<file path="src/rtl/div_pkg.sv">
// Shared types and sizing helpers for the sequential divider.
package div_pkg;

   typedef enum logic [1:0] {
      IDLE,
      RUN,
      DONE
   } state_e;

   localparam int DEF_WIDTH = 4;

   function automatic int cnt_width(input int w);
      return $clog2(w + 1);
   endfunction

endpackage

</file>
<file path="src/rtl/div4_seq_trial_sub.sv">
// Trial subtraction R' - D done as R' + ~D + 1 over WIDTH+1 bits.
module trial_sub
   import div_pkg::*;
#(
   parameter int WIDTH = DEF_WIDTH
) (
   input  logic [WIDTH:0]   rp_i,
   input  logic [WIDTH-1:0] d_i,
   output logic [WIDTH-1:0] t_o,
   output logic             borrow_o
);

   logic [WIDTH:0] d_inv;
   logic [WIDTH:0] sum;

   // D is zero-extended before inverting so the top bit reads as a borrow
   assign d_inv = ~{1'b0, d_i};
   assign sum   = rp_i + d_inv + {{WIDTH{1'b0}}, 1'b1};

   assign {borrow_o, t_o} = sum;

endmodule

</file>
<file path="src/rtl/div4_seq.sv">
// Restoring unsigned divider, one quotient bit per clock, start/done handshake.
module div4_seq
   import div_pkg::*;
#(
   parameter int WIDTH = DEF_WIDTH
) (
   input  logic             clk,
   input  logic             rst,
   input  logic             start,
   input  logic [WIDTH-1:0] dividend,
   input  logic [WIDTH-1:0] divisor,
   output logic             busy,
   output logic             done,
   output logic [WIDTH-1:0] quotient,
   output logic [WIDTH-1:0] remainder,
   output logic             div_by_zero
);

   localparam int CW = cnt_width(WIDTH);

   state_e           state_q, state_d;
   logic [WIDTH-1:0] q_q, q_d;
   logic [WIDTH-1:0] r_q, r_d;
   logic [WIDTH-1:0] d_q, d_d;
   logic [CW-1:0]    cnt_q, cnt_d;
   logic             dz_q, dz_d;
   logic [WIDTH-1:0] quot_q, quot_d;
   logic [WIDTH-1:0] rem_q, rem_d;
   logic             dbz_q, dbz_d;
   logic             done_q, done_d;

   logic [WIDTH:0]   rp;
   logic [WIDTH-1:0] t;
   logic             borrow;
   logic             accept;
   logic             last;

   assign accept = start && (state_q != RUN);
   assign last   = (cnt_q == CW'(WIDTH - 1));
   assign rp     = {r_q, q_q[WIDTH-1]};

   trial_sub #(
      .WIDTH    (WIDTH)
   ) u_sub (
      .rp_i     (rp),
      .d_i      (d_q),
      .t_o      (t),
      .borrow_o (borrow)
   );

   always_ff @(posedge clk or posedge rst) begin
      if (rst) begin
         state_q <= IDLE;
      end else begin
         state_q <= state_d;
      end
   end

   always_comb begin
      state_d = state_q;
      unique case (state_q)
         IDLE, DONE: begin
            if (start) begin
               state_d = (divisor == '0) ? DONE : RUN;
            end else begin
               state_d = IDLE;
            end
         end
         RUN: begin
            if (last) begin
               state_d = DONE;
            end
         end
         default: state_d = IDLE;
      endcase
   end

   always_comb begin
      q_d    = q_q;
      r_d    = r_q;
      d_d    = d_q;
      cnt_d  = cnt_q;
      dz_d   = dz_q;
      quot_d = quot_q;
      rem_d  = rem_q;
      dbz_d  = dbz_q;
      done_d = 1'b0;

      // Results are published one cycle after DONE is entered
      if (state_q == DONE) begin
         done_d = 1'b1;
         dbz_d  = dz_q;
         quot_d = dz_q ? '1 : q_q;
         rem_d  = dz_q ? q_q : r_q;
      end

      if (accept) begin
         d_d   = divisor;
         q_d   = dividend;
         r_d   = '0;
         cnt_d = '0;
         dz_d  = (divisor == '0);
      end else if (state_q == RUN) begin
         q_d   = {q_q[WIDTH-2:0], ~borrow};
         r_d   = borrow ? rp[WIDTH-1:0] : t;
         cnt_d = cnt_q + CW'(1);
      end
   end

   always_ff @(posedge clk or posedge rst) begin
      if (rst) begin
         q_q    <= '0;
         r_q    <= '0;
         d_q    <= '0;
         cnt_q  <= '0;
         dz_q   <= 1'b0;
         quot_q <= '0;
         rem_q  <= '0;
         dbz_q  <= 1'b0;
         done_q <= 1'b0;
      end else begin
         q_q    <= q_d;
         r_q    <= r_d;
         d_q    <= d_d;
         cnt_q  <= cnt_d;
         dz_q   <= dz_d;
         quot_q <= quot_d;
         rem_q  <= rem_d;
         dbz_q  <= dbz_d;
         done_q <= done_d;
      end
   end

   always_comb begin
      busy        = (state_q == RUN);
      done        = done_q;
      quotient    = quot_q;
      remainder   = rem_q;
      div_by_zero = dbz_q;
   end

endmodule
</file>
<file path="config.mk">
export PLATFORM = sky130hd
export DESIGN_NAME = div4_seq
export DESIGN_NICKNAME = d
export VERILOG_FILES = /design/src/rtl/div_pkg.sv /design/src/rtl/div4_seq_trial_sub.sv /design/src/rtl/div4_seq.sv
export SDC_FILE = /design/constraint.sdc
export NUM_CORES = 1
export LEC_CHECK = 0
export CORE_MARGIN = 2
export CORE_UTILIZATION = 56
export CTS_BUF_LIST = sky130_fd_sc_hd__clkbuf_16
export CTS_CLUSTER_SIZE = 12
export DETAILED_ROUTE_END_ITERATION = 16
export GPL_TIMING_DRIVEN = 0
export PLACE_DENSITY = 0.86
export SETUP_SLACK_MARGIN = 0.4
export SLEW_MARGIN = 10
export SYNTH_ARGS = -nofsm -noshare
export SYNTH_HDL_FRONTEND = slang
export SYNTH_HIERARCHICAL = 1
export SYNTH_SLANG_ARGS = --single-unit
</file>
<file path="constraint.sdc">
create_clock -name clk -period 6.8 [get_ports clk]
set_input_delay 1.36 -clock clk [delete_from_list [all_inputs] [get_ports clk]]
set_output_delay 1.36 -clock clk [all_outputs]
set_load 0.03 [all_outputs]
</file>
After elaboration in Yosys (flattened, before gate mapping)

Cells that the tools add are included.

Output and inout port bits: 11
Bits in registers: 28
Logic and storage cells: 39
Input bits: 11

Eq/ne operators: 5
Bitwise operators: 2
Add/sub/neg operators: 3
Multiplexer cells: 14
Reductions and logical operators: 5

Operators by type and width:

| operator                                             | count |
|---|---|
| 2-to-1 mux 4 bit                                     | 7 |
| 2-to-1 mux 2 bit                                     | 3 |
| 2-to-1 mux 3 bit                                     | 2 |
| adder 5 x 1 -> 5 bit (second input constant)         | 1 |
| adder 5 bit                                          | 1 |
| NOT 4 -> 5 bit                                       | 1 |
| logical NOT 4 bit                                    | 1 |
| != test 2 x 1 -> 1 bit (second input constant)       | 2 |
| one-hot mux 2 bit (2 select lines)                   | 1 |
| adder 3 x 1 -> 3 bit (second input constant)         | 1 |
| equality test 3 x 2 -> 1 bit (second input constant) | 1 |
| equality test 2 x 1 -> 1 bit (second input constant) | 1 |
| equality test 2 bit (second input constant)          | 1 |
| logical NOT 2 bit                                    | 1 |
| nonzero test 2 bit                                   | 1 |
| OR reduction 2 bit                                   | 1 |
| logical AND 1 bit                                    | 1 |
| 2-to-1 mux 1 bit                                     | 1 |
| NOT 1 bit                                            | 1 |

Longest topological paths before layout

Gate-level depths: netlist of the first run.

Word-level depth: 6
Mapped depth: 11

By module

Netlist of the first run, hierarchy kept.

Modules (own cells, without submodules):

| module    | area each (um^2) | instances | seq. area each (um^2) | cells an instance |
|---|---|---|---|---|
| div4_seq  | 1246.2           | 1         | 700.7                 | 112 |
| trial_sub | 148.9            | 1         | 0.0                   | 19 |

Worst setup path before layout of the first run

No wires, ideal clock.

Path kind: reg-to-output
Start: reg state_q[1]
End: out busy
Data arrival time: 0.871 ns
Stages on the path, launching flop included: 5
Path slack: 4.569 ns
Cell sequence: dfrtp_1 > nand2b_1 > buf_6 > inv_1 > buf_4

Word-level cells in the longest chain between the ends: 1

RTL lines:

| what                         | RTL line        | text |
|---|---|---|
| from (decl)                  | div4_seq.sv:21  | `state_e state_q, state_d;` |
| from (signal assigned)       | div4_seq.sv:55  | `state_q <= state_d;` |
| equality test 2 x 1 -> 1 bit | div4_seq.sv:135 | `busy = (state_q == RUN);` |
| to (decl)                    | div4_seq.sv:12  | `output logic busy,` |

Every way passes these cells.

Worst setup path after layout of the first run

Ends and elaborated chain as after synthesis.

==> flow_summary.ini, run 1 <==
[outcome]
status = finished clean

[sta]
drv_slew = 0
tns_ps = 0
finalCritPeriodShare = 0.472
setup_viol = 0
fmax_mhz = 312
timing.slew.headroom = 0.324
fin_crit_ps = 3210
finalHoldViolCount = 0
worst-slew-pin-transition_ps = 1010
whs_ps = 485
rsz0062_at_grt = no
fin_worst_skew_ps = 5.75

[setup_path]
cp_slowest_cell = clkdlybuf4s50_1
path_buf_inv = 4
start_kind = flip-flop
critPathCaptureType = output pin
setup.worst_path.class = flip-flop to output pin
max_stage_delay_ps = 680
r2r-end = r_q[1]
critPathMaxFanout = 10
rr_worst_depth = 11
critical_path_depth = 5
r2r_start = q_q[3]
critPathArrivalTime_ps = 1850
cp-startpoint = state_q[1]
cp_data_required_time_ps = 5440
crit_end = busy
reg2reg_slack_ps = 4300
path_cells = nand2b_1 -> buf_6 -> inv_1 -> buf_4 -> clkdlybuf4s50_1
critical-path-top-delay-family = buffers and inverters

[finish]
drive_gt1_frac = 0.149
final_util = 0.709
n_antenna_cell = 0
syn2layout_area_growth_pct = 22.4
final_common_cell = dfrtp_1
nets = 174
layout_common_cells = 28 x dfrtp_1, 20 x clkdlybuf4s50_1, 16 x nand2_1, 11 x inv_1, 11 x mux2i_1
fillers = 181
register_area_um2 = 701
multi_input_area_um2 = 593

[floorplanning]
die-area_um2 = 2910
ioPinCount = 22
die_x_um = 53.9
row_count = 18
initial_core_util = 0.579
die_y_um = 53.9
core_um2 = 2410

[global_routing]
antenna_found_initial = 0
grt_pass1_wl_mm = 4.53
grt_overflow_total = 0
grt_max_degree = 29
track_usage = 0.221
first_global_vias = 1036

[cts]
clk_root_buffer_cell = clkbuf_16
clkTransAtPathRegs_ps = 70
htreeDepth = 1
clkLatencyLatePin_ps = 260
cts_setup_buffers = 0
clockBufferDepth = 2
postCtsResizedCells = 0
cts_buffers = 3
cts_sinks = 28
cts_tree = yes
cts_hold_buf = 0

[synthesis]
synth_warnings = 6
syn_area_um2 = 1400
syn_area_per_cell_um2 = 10.6
postSynthCellCount = 131
ys_types = 26
ys_seq_area_frac = 0.502
ys_ff_latch = 28
synth_nets = 149

[pwr]
switchingPower_w = 0.000359
powerDensity_nw_per_um2 = 527
switching_share = 0.398
seqPwrFrac = 0.326
ir_drop_mv = 0.304
p_leak_nw = 0.825
design_power_total_w = 0.000900
pwr-share-comb = 0.531
p_int_w = 0.000542
clkPwrFrac = 0.143

[routing]
drt.antenna.violating_nets = 0
vias = 1002
drtPass1Iterations = 4
post_drt_wl_per_cell_um = 14.1
vias_per_cell = 5.45
drcViolationCount = 0
wirelength_mm = 2.59
drt-initial-drc-count = 13

[min_path]
hold_path_class = flip-flop to flip-flop
hold_depth = 2

[placement]
dp_hpwl_mm = 1.97
io_buffers = 20
place_congestion = 0.750

[flow_run]
cap_violations = 0
==> stage by stage <==
step | cell area, um2 | setup slack, ps | std cells
2_1_floorplan | 1400 | 4570 | 131
3_3_place_gp | 1630 | 3910 | 181
3_5_place_dp | 1630 | 3900 | 181
4_1_cts | 1710 | 3580 | 184
5_1_grt | 1710 | 3530 | 184
6_report | 1710 | 3590 | 184
==> logic make-up after synthesis <==
logic type / Yosys count / share of synthesized area
AOI/OAI and AO/OA: 25 / 0.109
xor gates and xnor gates: 3 / 0.0188
adders and majority gates: 7 / 0.0682
buffers and inverters: 19 / 0.0726
DFF: 28 / 0.502
muxes: 17 / 0.127
and+or+nand+nor: 32 / 0.101
==> sequential cells by signal (all words and copies together), names as in the netlist <==
name and cells:
d_q 4, state_q 2, r_q 4, done 1, remainder 4, cnt_q 3, div_by_zero 1, dz_q 1
quotient 4, q_q 4
==> cells in the mapped netlist <==
master	n	area [um2]
dfrtp_1	28	701
nand2_4	1	11.3
nand2b_1	2	12.5
nand2_1	16	60.1
a211oi_1	1	7.51
ha_1	6	75.1
buf_4	3	22.5
a31o_2	4	35.0
mux2_2	6	67.6
buf_6	2	22.5
nor4_1	1	6.26
o21ai_1	6	30.0
o21ai_0	9	45.0
a21oi_2	1	8.76
a21oi_1	2	10.0
nand3_1	3	15.0
inv_1	11	41.3
mux2i_1	11	110
xor2_1	3	26.3
nor2_1	8	30.0
nor2b_1	1	6.26
fa_1	1	20.0
buf_2	2	10.0
clkbuf_2	1	5.00
o32ai_1	1	8.76
a21o_1	1	7.51
==> cell type report <==
cell class / count / area share
buffer: 8 / 0.0352
inverter: 11 / 0.0242
timing repair buffer: 20 / 0.117
tap: 30 / 0.0220
clock buffer: 3 / 0.0440
sequential: 28 / 0.410
multi-input combinational: 84 / 0.347
==> metal layers <==
metal / track usage / vias up / routed length, um
met5: 0 / - / 0
met1: 0.259 / 474 / 1050
met4: 0.120 / 0 / 68
met3: 0.0444 / 7 / 120
met2: 0.376 / 31 / 1350
li1: - / 490 / -
==> worst min-delay path by stage <==
stage | endpoint | start | slack [ps]
after global placement | quotient[3] | quotient[3] | 460
after CTS | remainder[2] | remainder[2] | 490
after floorplan | state_q[1] | state_q[0] | 460
after global routing | state_q[1] | state_q[0] | 510
after detailed placement | remainder[2] | remainder[2] | 470
final | quotient[1] | quotient[1] | 490
==> worst min-delay path, cell delays in order, from the launching register on <==
cell     delay [ps]
dfrtp_1         340
nand2_1          50
o21ai_1          60
==> power groups by stage <==
stage / clock (W) / sequential [W] / combinational [W]
after floorplan: 0 / 0.000327 / 0.000310
after global placement: 0 / 0.000291 / 0.000447
after detailed placement: 0 / 0.000297 / 0.000469
after CTS: 0.000131 / 0.000294 / 0.000481
after global routing: 0.000139 / 0.000303 / 0.000527
final: 0.000129 / 0.000294 / 0.000478
Note: power is estimated with default switching activity, not from simulation.
==> inputs of run 2 (changes only) <==
--- a/config.mk
+++ b/config.mk
@@ -6,12 +6,12 @@
 export NUM_CORES = 1
 export LEC_CHECK = 0
 export CORE_MARGIN = 2
-export CORE_UTILIZATION = 56
+export CORE_UTILIZATION = 47
 export CTS_BUF_LIST = sky130_fd_sc_hd__clkbuf_16
 export CTS_CLUSTER_SIZE = 12
 export DETAILED_ROUTE_END_ITERATION = 16
 export GPL_TIMING_DRIVEN = 0
-export PLACE_DENSITY = 0.86
+export PLACE_DENSITY = 0.77
 export SETUP_SLACK_MARGIN = 0.4
 export SLEW_MARGIN = 10
 export SYNTH_ARGS = -nofsm -noshare
==> constraint.sdc (replaced) <==
create_clock -name clk -period 2.75 [get_ports clk]
set_input_delay 0.55 -clock clk [delete_from_list [all_inputs] [get_ports clk]]
set_output_delay 0.55 -clock clk [all_outputs]
set_load 0.03 [all_outputs]
==> run 2 against run 1 <==
Compared with the run above:
- die area grew 18%
- critical path depth grew 6
- sequential share of layout area shrank 1.5 points
- largest power group unchanged
==> flow_summary.ini, run 2 (synthesis results as in run 1) <==
[floorplanning]
row_count = 19
ioPinCount = 22
initial_core_util = 0.502
die_x_um = 58.5
die-area_um2 = 3420
die_y_um = 58.5
core_um2 = 2780

[sta]
finalCritPeriodShare = 0.837
timing.slew.headroom = 0.294
whs_ps = 484
tns_ps = 0
setup_viol = 0
rsz0062_at_grt = yes
fin_crit_ps = 2300
worst-slew-pin-transition_ps = 1060
finalHoldViolCount = 0
drv_slew = 0
fmax_mhz = 434
fin_worst_skew_ps = 5.02

[finish]
layout_common_cells = 28 x dfrtp_1, 19 x clkdlybuf4s50_1, 16 x nand2_1, 10 x inv_1, 10 x mux2i_1
n_antenna_cell = 0
final_common_cell = dfrtp_1
syn2layout_area_growth_pct = 27.0
fin_cells = 189
design_area_um2 = 1770
final_util = 0.637
drive_gt1_frac = 0.196
nets = 177

[pwr]
p_leak_nw = 0.851
powerDensity_nw_per_um2 = 1360
ir_drop_mv = 0.734

[routing]
drcViolationCount = 0
vias = 1007
drt.antenna.violating_nets = 0
wirelength_mm = 2.71
post_drt_wl_per_cell_um = 14.3
drtPass1Iterations = 4
vias_per_cell = 5.33
drt-initial-drc-count = 25

[cts]
htreeDepth = 1
clockBufferDepth = 2
cts_sinks = 28
clkTransAtPathRegs_ps = 70
clkLatencyLatePin_ps = 260
cts_buffers = 3
cts_hold_buf = 0
clk_root_buffer_cell = clkbuf_16
cts_tree = yes

[global_routing]
antenna_found_initial = 0
first_global_vias = 1082
track_usage = 0.177
grt_overflow_total = 0
grt_pass1_wl_mm = 4.71
grt_max_degree = 29

[setup_path]
critPathCaptureType = flip-flop
critPathArrivalTime_ps = 2450
cp-startpoint = q_q[3]
critPathMaxFanout = 5
cp_data_required_time_ps = 2900
start_kind = flip-flop
r2r_start = q_q[3]
setup.worst_path.class = flip-flop to flip-flop

[placement]
dp_hpwl_mm = 1.99
place_congestion = 0.711
placed_area_um2 = 1630
dp_cells = 182
io_buffers = 20

[outcome]
status = finished clean

[flow_run]
cap_violations = 0

[min_path]
hold_start = quotient[0]
hold_path_class = flip-flop to flip-flop
[run 2: changes by cell type in the layout (fill, tap and decap cells not counted)]
| cell | change |
|---|---|
| dlygate4sd2_1 | +1 |
| clkdlybuf4s50_1 | -1 |
| inv_1 | -1 |
| fa_2 | +1 |
| bufinv_16 | +1 |
| inv_2 | +1 |
| mux2i_1 | -1 |
| mux2i_2 | +1 |
| buf_4 | +4 |
| fa_1 | -1 |
| buf_2 | -1 |
| ha_2 | +1 |
| ha_1 | -1 |
[run 2: repair_timing]
item,in CTS,in global routing
cloned,0,0
setup buffers,1,2
gates resized for setup,2,4
pin swaps,0,4
endpoints found under the setup margin,5,4
[run 2: cell type report]
cell class | instances | area [um2]
clock buffers | 3 | 75.1
repair buffers | 23 | 221
multi-input cells | 84 | 602
clock inverters | 1 | 30.0
flip-flops and latches | 28 | 701
fillers | 237 | 1010
plain buffers | 8 | 62.6
inverters | 11 | 41.3
well taps | 31 | 38.8
[run 2: worst paths after layout]
kind                       cells after the start          end  slack, ps
setup / recovery                              11       r_q[3]        450
max in group asynchronous                      2       d_q[1]       1250
setup reg to reg                              11       r_q[3]        450
min in group asynchronous                      2       r_q[3]        860
hold / removal                                 2  quotient[0]        480
hold reg to reg                                2  quotient[0]        480
[run 2: worst max-delay path: stages, from the launching register on]
cell and delay, ps:
dfrtp_1 400, inv_1 70, ha_2 190, inv_2 40, fa_2 360, a21o_1 170
a21oi_2 130, xor2_1 150, buf_4 170, mux2i_2 220, nor2_1 70, a31o_2 220
[run 2: per-layer routing]
metal | share of wire | vias up | global-route usage
li1 | - | 496 | -
met1 | 0.44 | 487 | 0.215
met2 | 0.52 | 22 | 0.324
met5 | 0 | - | 0
met4 | 0.0033 | 0 | 0.0465
met3 | 0.039 | 2 | 0.0308
[run 2: metrics by stage]
| stage | power [W] | worst slack, ps |
|---|---|---|
| finish | 0.00241 | 448 |
| global route | 0.00257 | 355 |
| CTS | 0.00235 | 391 |
| detailed placement | 0.00190 | 341 |
| global placement | 0.00183 | 387 |
| floorplan | 0.00157 | 544 |
[run 2: power by group]
part           internal, W  switching [W]  total (W)
Combinational     0.000614       0.000643    0.00126
Clock             0.000290       0.000144   0.000434
Sequential        0.000591       0.000129   0.000720
